==> src/rtl/ifu_fetch.sv <==
// Instruction fetch: one outstanding bus transaction, 2 cycles/instruction best case, registered output.
// Downstream hold freezes the output register; a response arriving under hold parks in a one-entry skid.
module ifu_fetch #(
   parameter int                ADDR_W   = 32,
   parameter int                DATA_W   = 32,
   parameter logic [DATA_W-1:0] NOP_INST = 32'h00000013
) (
   input  logic              clk,
   input  logic              rst_n,
   input  logic [ADDR_W-1:0] pc_i,
   output logic              pc_hold_o,
   input  logic              jump_flag_i,
   input  logic [ADDR_W-1:0] jump_addr_i,
   input  logic              hold_i,
   output logic              ibus_req_o,
   output logic [ADDR_W-1:0] ibus_addr_o,
   input  logic              ibus_gnt_i,
   input  logic              ibus_rvalid_i,
   input  logic [DATA_W-1:0] ibus_rdata_i,
   output logic              inst_valid_o,
   output logic [DATA_W-1:0] inst_o,
   output logic [ADDR_W-1:0] inst_addr_o
);

   typedef enum logic [1:0] {S_IDLE, S_REQ, S_WAIT, S_BUF} state_t;

   typedef struct packed {
      logic [ADDR_W-1:0] addr;
      logic [DATA_W-1:0] data;
   } fetch_t;

   state_t            state, state_nxt;
   logic [ADDR_W-1:0] addr_q, redirect_q;
   logic              discard_q;
   fetch_t            skid_q;
   logic              skid_valid;
   logic              capture, load_out;
   fetch_t            load_val;

   // A response is only taken when it belongs to the current program path and no jump overrides it.
   assign capture  = (state == S_WAIT) && ibus_rvalid_i && !discard_q && !jump_flag_i;
   assign load_out = !hold_i && (capture || ((state == S_BUF) && skid_valid && !jump_flag_i));
   assign load_val = (state == S_BUF) ? skid_q : '{addr: addr_q, data: ibus_rdata_i};
   assign ibus_addr_o = addr_q;

   always_ff @(posedge clk or negedge rst_n) begin
      if (!rst_n) state <= S_IDLE;
      else        state <= state_nxt;
   end

   always_comb begin
      state_nxt = state;
      case (state)
         S_IDLE:  state_nxt = S_REQ;
         S_REQ:   if (ibus_gnt_i) state_nxt = S_WAIT;
         S_WAIT:  if (ibus_rvalid_i) state_nxt = (capture && hold_i) ? S_BUF : S_REQ;
         S_BUF:   if (jump_flag_i || !hold_i) state_nxt = S_REQ;
         default: state_nxt = S_IDLE;
      endcase
   end

   always_comb begin
      ibus_req_o = (state == S_REQ);
      pc_hold_o  = !(capture || jump_flag_i);
   end

   always_ff @(posedge clk or negedge rst_n) begin
      if (!rst_n) begin
         addr_q     <= '0;
         redirect_q <= '0;
         discard_q  <= 1'b0;
         skid_q     <= '0;
         skid_valid <= 1'b0;
      end else begin
         if (jump_flag_i) redirect_q <= jump_addr_i;
         case (state)
            S_IDLE: addr_q <= jump_flag_i ? jump_addr_i : pc_i;
            // The address must stay put until grant, so a jump here only marks the response stale.
            S_REQ:  if (jump_flag_i) discard_q <= 1'b1;
            S_WAIT: begin
               if (ibus_rvalid_i) begin
                  discard_q <= 1'b0;
                  if (jump_flag_i)    addr_q <= jump_addr_i;
                  else if (discard_q) addr_q <= redirect_q;
                  else                addr_q <= addr_q + ADDR_W'(4);
               end else if (jump_flag_i) begin
                  discard_q <= 1'b1;
               end
            end
            S_BUF:  if (jump_flag_i) addr_q <= jump_addr_i;
            default: ;
         endcase
         if (jump_flag_i) begin
            skid_valid <= 1'b0;
         end else if (capture && hold_i) begin
            skid_q     <= '{addr: addr_q, data: ibus_rdata_i};
            skid_valid <= 1'b1;
         end else if ((state == S_BUF) && !hold_i) begin
            skid_valid <= 1'b0;
         end
      end
   end

   always_ff @(posedge clk or negedge rst_n) begin
      if (!rst_n) begin
         inst_valid_o <= 1'b0;
         inst_o       <= NOP_INST;
         inst_addr_o  <= '0;
      end else if (jump_flag_i) begin
         inst_valid_o <= 1'b0;
         inst_o       <= NOP_INST;
      end else if (load_out) begin
         inst_valid_o <= 1'b1;
         inst_o       <= load_val.data;
         inst_addr_o  <= load_val.addr;
      end else if (!hold_i) begin
         inst_valid_o <= 1'b0;
         inst_o       <= NOP_INST;
      end
   end

endmodule

==> config.mk <==
export PLATFORM = sky130hd
export DESIGN_NAME = ifu_fetch
export DESIGN_NICKNAME = d
export VERILOG_FILES = /design/src/rtl/ifu_fetch.sv
export SDC_FILE = /design/constraint.sdc
export NUM_CORES = 1
export LEC_CHECK = 0
export CORE_ASPECT_RATIO = 0.6
export CORE_MARGIN = 2
export CORE_UTILIZATION = 30
export CTS_BUF_LIST = sky130_fd_sc_hd__clkbuf_2
export DETAILED_ROUTE_END_ITERATION = 16
export GPL_ROUTABILITY_DRIVEN = 0
export GPL_TIMING_DRIVEN = 0
export HOLD_SLACK_MARGIN = 0.1
export SYNTH_ARGS = -nofsm -noshare
export SYNTH_HDL_FRONTEND = slang
export SYNTH_SLANG_ARGS = --single-unit
==> constraint.sdc <==
create_clock -name clk -period 1.85 [get_ports clk]
set_input_delay 0.2775 -clock clk [delete_from_list [all_inputs] [get_ports clk]]
set_output_delay 0.2775 -clock clk [all_outputs]
set_load 0.1 [all_outputs]
## Word-level counts from Yosys, hierarchy flattened

Cells that the tools add are included.
W data, S select, Z words.

| word-level totals | value |
|---|---|
| flip-flop bits (word level) | 197 |
| logic and storage cells | 67 |
| output and inout port bits | 99 |

| operators by class | value |
|---|---|
| equal/unequal tests | 8 |
| reductions and logical operators | 23 |
| mux-type cells | 24 |
| bitwise logic cells | 1 |
| $add $sub $neg | 1 |

Operators with widths:

| operator | number |
|---|---|
| $mux W32 | 8 |
| $pmux W32 S3 | 1 |
| $mux W64 | 1 |
| $add A32 B3 Y32 const B | 1 |
| $logic_and A1 B1 Y1 | 8 |
| $mux W1 | 8 |
| $mux W2 | 4 |
| $pmux W2 S4 | 1 |
| $reduce_and A3 Y1 | 2 |
| $reduce_bool A3 Y1 | 2 |
| $eq A2 B2 Y1 const B | 2 |
| $logic_not A1 Y1 | 4 |
| $ne A2 B1 Y1 const B | 2 |
| $ne A2 B2 Y1 const B | 2 |
| $reduce_and A2 Y1 | 2 |
| $logic_or A1 B1 Y1 | 3 |
| $ne A3 B2 Y1 const B | 1 |
| $eq A2 B1 Y1 const B | 1 |
| $logic_not A2 Y1 | 1 |
| $pmux W1 S2 | 1 |
| $reduce_bool A2 Y1 | 1 |
| $not A1 Y1 | 1 |

## Depth between registers and ports, before layout

| logic depth | value |
|---|---|
| word-level depth | 8 |
| gate-level depth with buffers | 9 |

## Worst setup path before layout

No wires, ideal clock.

| path | value |
|---|---|
| path type | reg2reg |
| start | register addr_q[7] (netlist: ibus_addr_o[7]) |
| end | register addr_q[31] (netlist: ibus_addr_o[31]) |
| arrival | 2.431 ns |
| cell stages (with the launch flop) | 9 |
| path slack | -0.701 ns |
| period minus slack after synthesis | 2.551 ns |
| path through | dfrtp_1 -> buf_2 -> and4_1 -> buf_4 -> nand4_4 -> buf_2 -> nor3_1 -> nand3_1 -> o211a_1 |

| on the way | value |
|---|---|
| cells in the longest elaborated chain, start to end | 5 |

Ends and longest elaborated chain:

| element | line | source |
|---|---|---|
| from (decl) | 33 | `logic [ADDR_W-1:0] addr_q, redirect_q;` |
| from (signal assigned) | 77 | `S_IDLE: addr_q <= jump_flag_i ? jump_addr_i : pc_i;` |
| from (signal assigned) | 83 | `if (jump_flag_i) addr_q <= jump_addr_i;` |
| from (signal assigned) | 84 | `else if (discard_q) addr_q <= redirect_q;` |
| $add A32 B3 Y32 | 85 | `else addr_q <= addr_q + ADDR_W'(4);` |
| $mux W32 | 84 |  |
| $mux W32 | 83 |  |
| $mux W32 | 81 | `if (ibus_rvalid_i) begin` |
| $pmux W32 S3 | 76 | `case (state)` |

Every way passes these cells. The select of a mux whose other input is x is not followed.
A chain may end at the register's enable or synchronous reset.

## Worst setup path in the final report

| path | value |
|---|---|
| start | input port jump_flag_i |
| end | output port pc_hold_o |

| on the way | value |
|---|---|
| cells in the longest elaborated chain, start to end | 4 |

Ends and longest elaborated chain:

| element | line | source |
|---|---|---|
| from (decl) | 12 | `input logic jump_flag_i,` |
| $logic_not A1 Y1 | 41 | `assign capture = (state == S_WAIT) && ibus_rvalid_i && !discard_q && !jump_flag_i;` |
| $logic_and A1 B1 Y1 | 41 |  |
| $logic_or A1 B1 Y1 * | 64 | `pc_hold_o = !(capture \|\| jump_flag_i);` |
| $logic_not A1 Y1 * | 64 |  |
| to (decl) | 11 | `output logic pc_hold_o,` |

Every way passes the cells marked *; elsewhere a longest branch is shown, timed or not.

==> results.sh <==
export IMPL_n_fill_cell=2770
export IMPL_grt_pass1_wl_um=56600
export IMPL_p_comb_frac=0.644
export IMPL_core_um2=32300
export IMPL_cp_required_ns=1.57
export IMPL_cp_max_fo=10
export IMPL_max_stage_delay_ns=0.62
export IMPL_fin_area_um2=17200
export IMPL_netlist_area_um2=9800
export IMPL_ys_flop_type="dfrtp_1"
export IMPL_clockPowerShare=0.098
export IMPL_dieArea_um2=34200
export IMPL_path_clk_slew_ns=0.32
export IMPL_cts_sinks=197
export IMPL_p_leak_nw=7.21
export IMPL_synth_seq_area_share=0.504
export IMPL_pwr_share_seq=0.258
export IMPL_synthSimpleGateAreaFrac=0.111
export IMPL_grt_max_degree=109
export IMPL_route_detailed_vias_per_inst=5.35
export IMPL_ys_seq_elements=197
export IMPL_cts_buffers_inserted=17
export IMPL_fmaxAchievable_mhz=410
export IMPL_violations="negative setup slack"
export IMPL_synth_fp_nets=1038
export IMPL_grt_met1_usage=0.317
export IMPL_die_w_um=237
export IMPL_drv_cap=0
export IMPL_grt_use_met3=0.0668
export IMPL_ant_nets=0
export IMPL_drc_errors=0
export IMPL_grt_remaining_overflow=0
export IMPL_synth_top_cell_area_share=0.496
export IMPL_portBuffers=200
export IMPL_post_drt_wl_per_cell_um=22.9
export IMPL_fin_ws_ns=-0.591
export IMPL_dp_cells=1556
export IMPL_path_cells="clkdlybuf4s50_1 > buf_6 > buf_4 > buf_4 > clkbuf_4 > nor2_4 > buf_12"
export IMPL_synth_top_family_by_area="multiplexers"
export IMPL_vdd_drop_max_mv=1.15
export IMPL_yosysWarningCount=0
export IMPL_grt_usage=0.224
export IMPL_critPathKind="in -> out"
export IMPL_synth_top_cell_by_area="dfrtp_1"
export IMPL_clk_latency_ns=0.92
export IMPL_finalSetupViolCount=205
export IMPL_status="finished with violations"
export IMPL_hpwl_um=25500
export IMPL_p_int_w=0.0131
export IMPL_post_route_period_util=1.32
export IMPL_switching_share=0.476
export IMPL_wirelength_um=40800
export IMPL_ios=201
export IMPL_critPathArrivalTime_ns=2.16
export IMPL_final_max_slew_viol_count=0
export IMPL_antenna_found_initial=1
export IMPL_synthTopCellsByArea="dfrtp_1 (50%), mux2_2 (10%), mux2i_1 (7.2%)"
export IMPL_synth_xor_area_frac=0.00983
export IMPL_grt_pass1_vias=9215
export IMPL_rows=51
export IMPL_cpMostUsedCell="buf_4"
export IMPL_placed_area_um2=12600
export IMPL_area_delta_synth_final_pct=75.5
export IMPL_drt_iter0_drc=905
export IMPL_slowest_stage="clkdlybuf4s50_1"
export IMPL_setup_worst_path_start_class="primary input"
export IMPL_rsz0062_at_grt="true"
export IMPL_cellPowerDensity_nw_per_um2=1460
export IMPL_total_power_w=0.0250
export IMPL_crit_path_end_kind="primary output"
export IMPL_busiest_layer="met2"
export IMPL_via_count=9566
export IMPL_synth_fa_ha_area_frac=0.00639
export IMPL_synth_edf_count=0
export IMPL_synth_area_per_cell_um2=10.5
export IMPL_cts_tree="done"
export IMPL_register_area_um2=5020
export IMPL_cts_max_path_buffers=2
export IMPL_synthArstFlopShare=1.00
export IMPL_p_sw_w=0.0119
export IMPL_hold_path_class="in -> reg"
export IMPL_synth_area_mux_share=0.174
export IMPL_netlist_instances=931
export IMPL_max_slew_margin=0.424
export IMPL_fin_cells=1787
export IMPL_clockRootBuffer="clkbuf_2"
export IMPL_fin_nets=1453
export IMPL_drive_gt1_frac=0.388
export IMPL_skew_ns=0.0438
export IMPL_use_met2=0.322
export IMPL_final_hold_viol_count=0
export IMPL_pre_cts_ws_ns=-2.10
export IMPL_multi_input_area_um2=5180
export IMPL_die_h_um=144
export IMPL_firstDrtPassIters=6
export IMPL_htreeDepth=4
export IMPL_start_util=0.303
export IMPL_synth_compound_area_share=0.155
export IMPL_finalCriticalPeriod_ns=2.44
export IMPL_worst_pin_slew_ns=0.864
export IMPL_ys_types=64
-- power by group through the flow --
stage               logic (W)  clock network, W  registers [W]
floorplan             0.00392                 0         0.0101
global placement       0.0107                 0        0.00644
detailed placement     0.0108                 0        0.00646
CTS                    0.0145           0.00252        0.00642
global route           0.0167           0.00271        0.00657
finish                 0.0161           0.00245        0.00646
-- kinds of logic after synthesis --
group / count (synthesis)
compound gates: 245
xor+xnor: 11
fa+ha+maj: 5
mux: 159
buf+inv: 93
simple gates: 221
flops: 197
-- metal layers --
metal / up-vias / share of wire
met5: - / 0
met4: 0 / 0.025
met3: 67 / 0.094
met2: 483 / 0.42
met1: 4781 / 0.46
li1: 4235 / -
-- cells in the mapped netlist, types with 7 or more instances --
library cell	number
buf_2	29
nor2_1	32
inv_1	19
a211oi_1	8
a21oi_1	45
buf_1	9
clkbuf_1	32
and3_1	12
dfrtp_1	194
mux2_2	89
o221ai_1	10
o21ai_0	97
nand2_1	108
mux2i_1	70
a22oi_1	9
nand4_1	7
o211ai_1	12
xnor2_1	7
nand3_1	16
a31oi_1	13
-- placed cells by master (no fill, tap or decap), types with 17 or more instances in the layout --
master / n
nor2_1: 27
dfrtp_1: 161
o21ai_1: 49
dlygate4sd3_1: 77
buf_6: 32
buf_12: 126
clkdlybuf4s50_1: 100
nand2_1: 105
mux2i_1: 65
mux2_4: 45
mux2_2: 44
inv_1: 17
dfrtp_4: 18
a21oi_1: 33
o21ai_0: 41
clkbuf_2: 22
buf_4: 79
-- worst max-delay path, delay by kind of cell --
family / cells / cell delay, ns
buf+inv: 6 / 1.79
simple gates: 1 / 0.08
-- per-stage QoR --
stage / TNS, ns / util / hold WS [ns]
6_report: -24.48 / 0.532 / 0.147
5_1_grt: -45.89 / 0.532 / 0.0803
4_1_cts: -17.40 / 0.491 / 0.121
3_5_place_dp: -179.08 / 0.391 / 0.360
3_3_place_gp: -1827.52 / 0.390 / 0.464
2_1_floorplan: -1.06 / - / -0.0181
-- area by class of cell --
type,instances,share of cell area
inverters,19,0.00429
repair buffers,400,0.303
diodes,4,0.000582
multi-input cells,641,0.301
flip-flops and latches,197,0.292
plain buffers,70,0.0522
clock inverters,15,0.0105
clock buffers,17,0.00495
well taps,424,0.0309
-- path summary, 6_finish.rpt --
kind                               start              end  slack, ns  cells after the start
setup / recovery             jump_flag_i        pc_hold_o      -0.59                      7
hold / removal                  pc_i[17]  ibus_addr_o[17]       0.15                      4
setup reg to reg                state[1]  ibus_addr_o[15]      -0.44                     10
hold reg to reg            redirect_q[1]    redirect_q[1]       0.54                      1
max in group asynchronous          rst_n   ibus_addr_o[6]       0.31                      4
min in group asynchronous          rst_n  inst_addr_o[23]       0.46                      3
-- repair_timing --
action                     in CTS  in global routing
hold buffers                   77                  0
resized for setup            1065                237
hold endpoints to repair      314                  0
setup endpoints to repair     271                240
cloned                          4                 15
buffers inserted               66                 38
pin swaps                      24                 37
-- sequential cells by signal, summed over array words and instances (netlist names), 2 cells and up --
name / flops
skid_q: 64
ibus_addr_o: 32
inst_addr_o: 32
inst_o: 32
redirect_q: 32
state: 2
(Power assumes the default switching activity.)
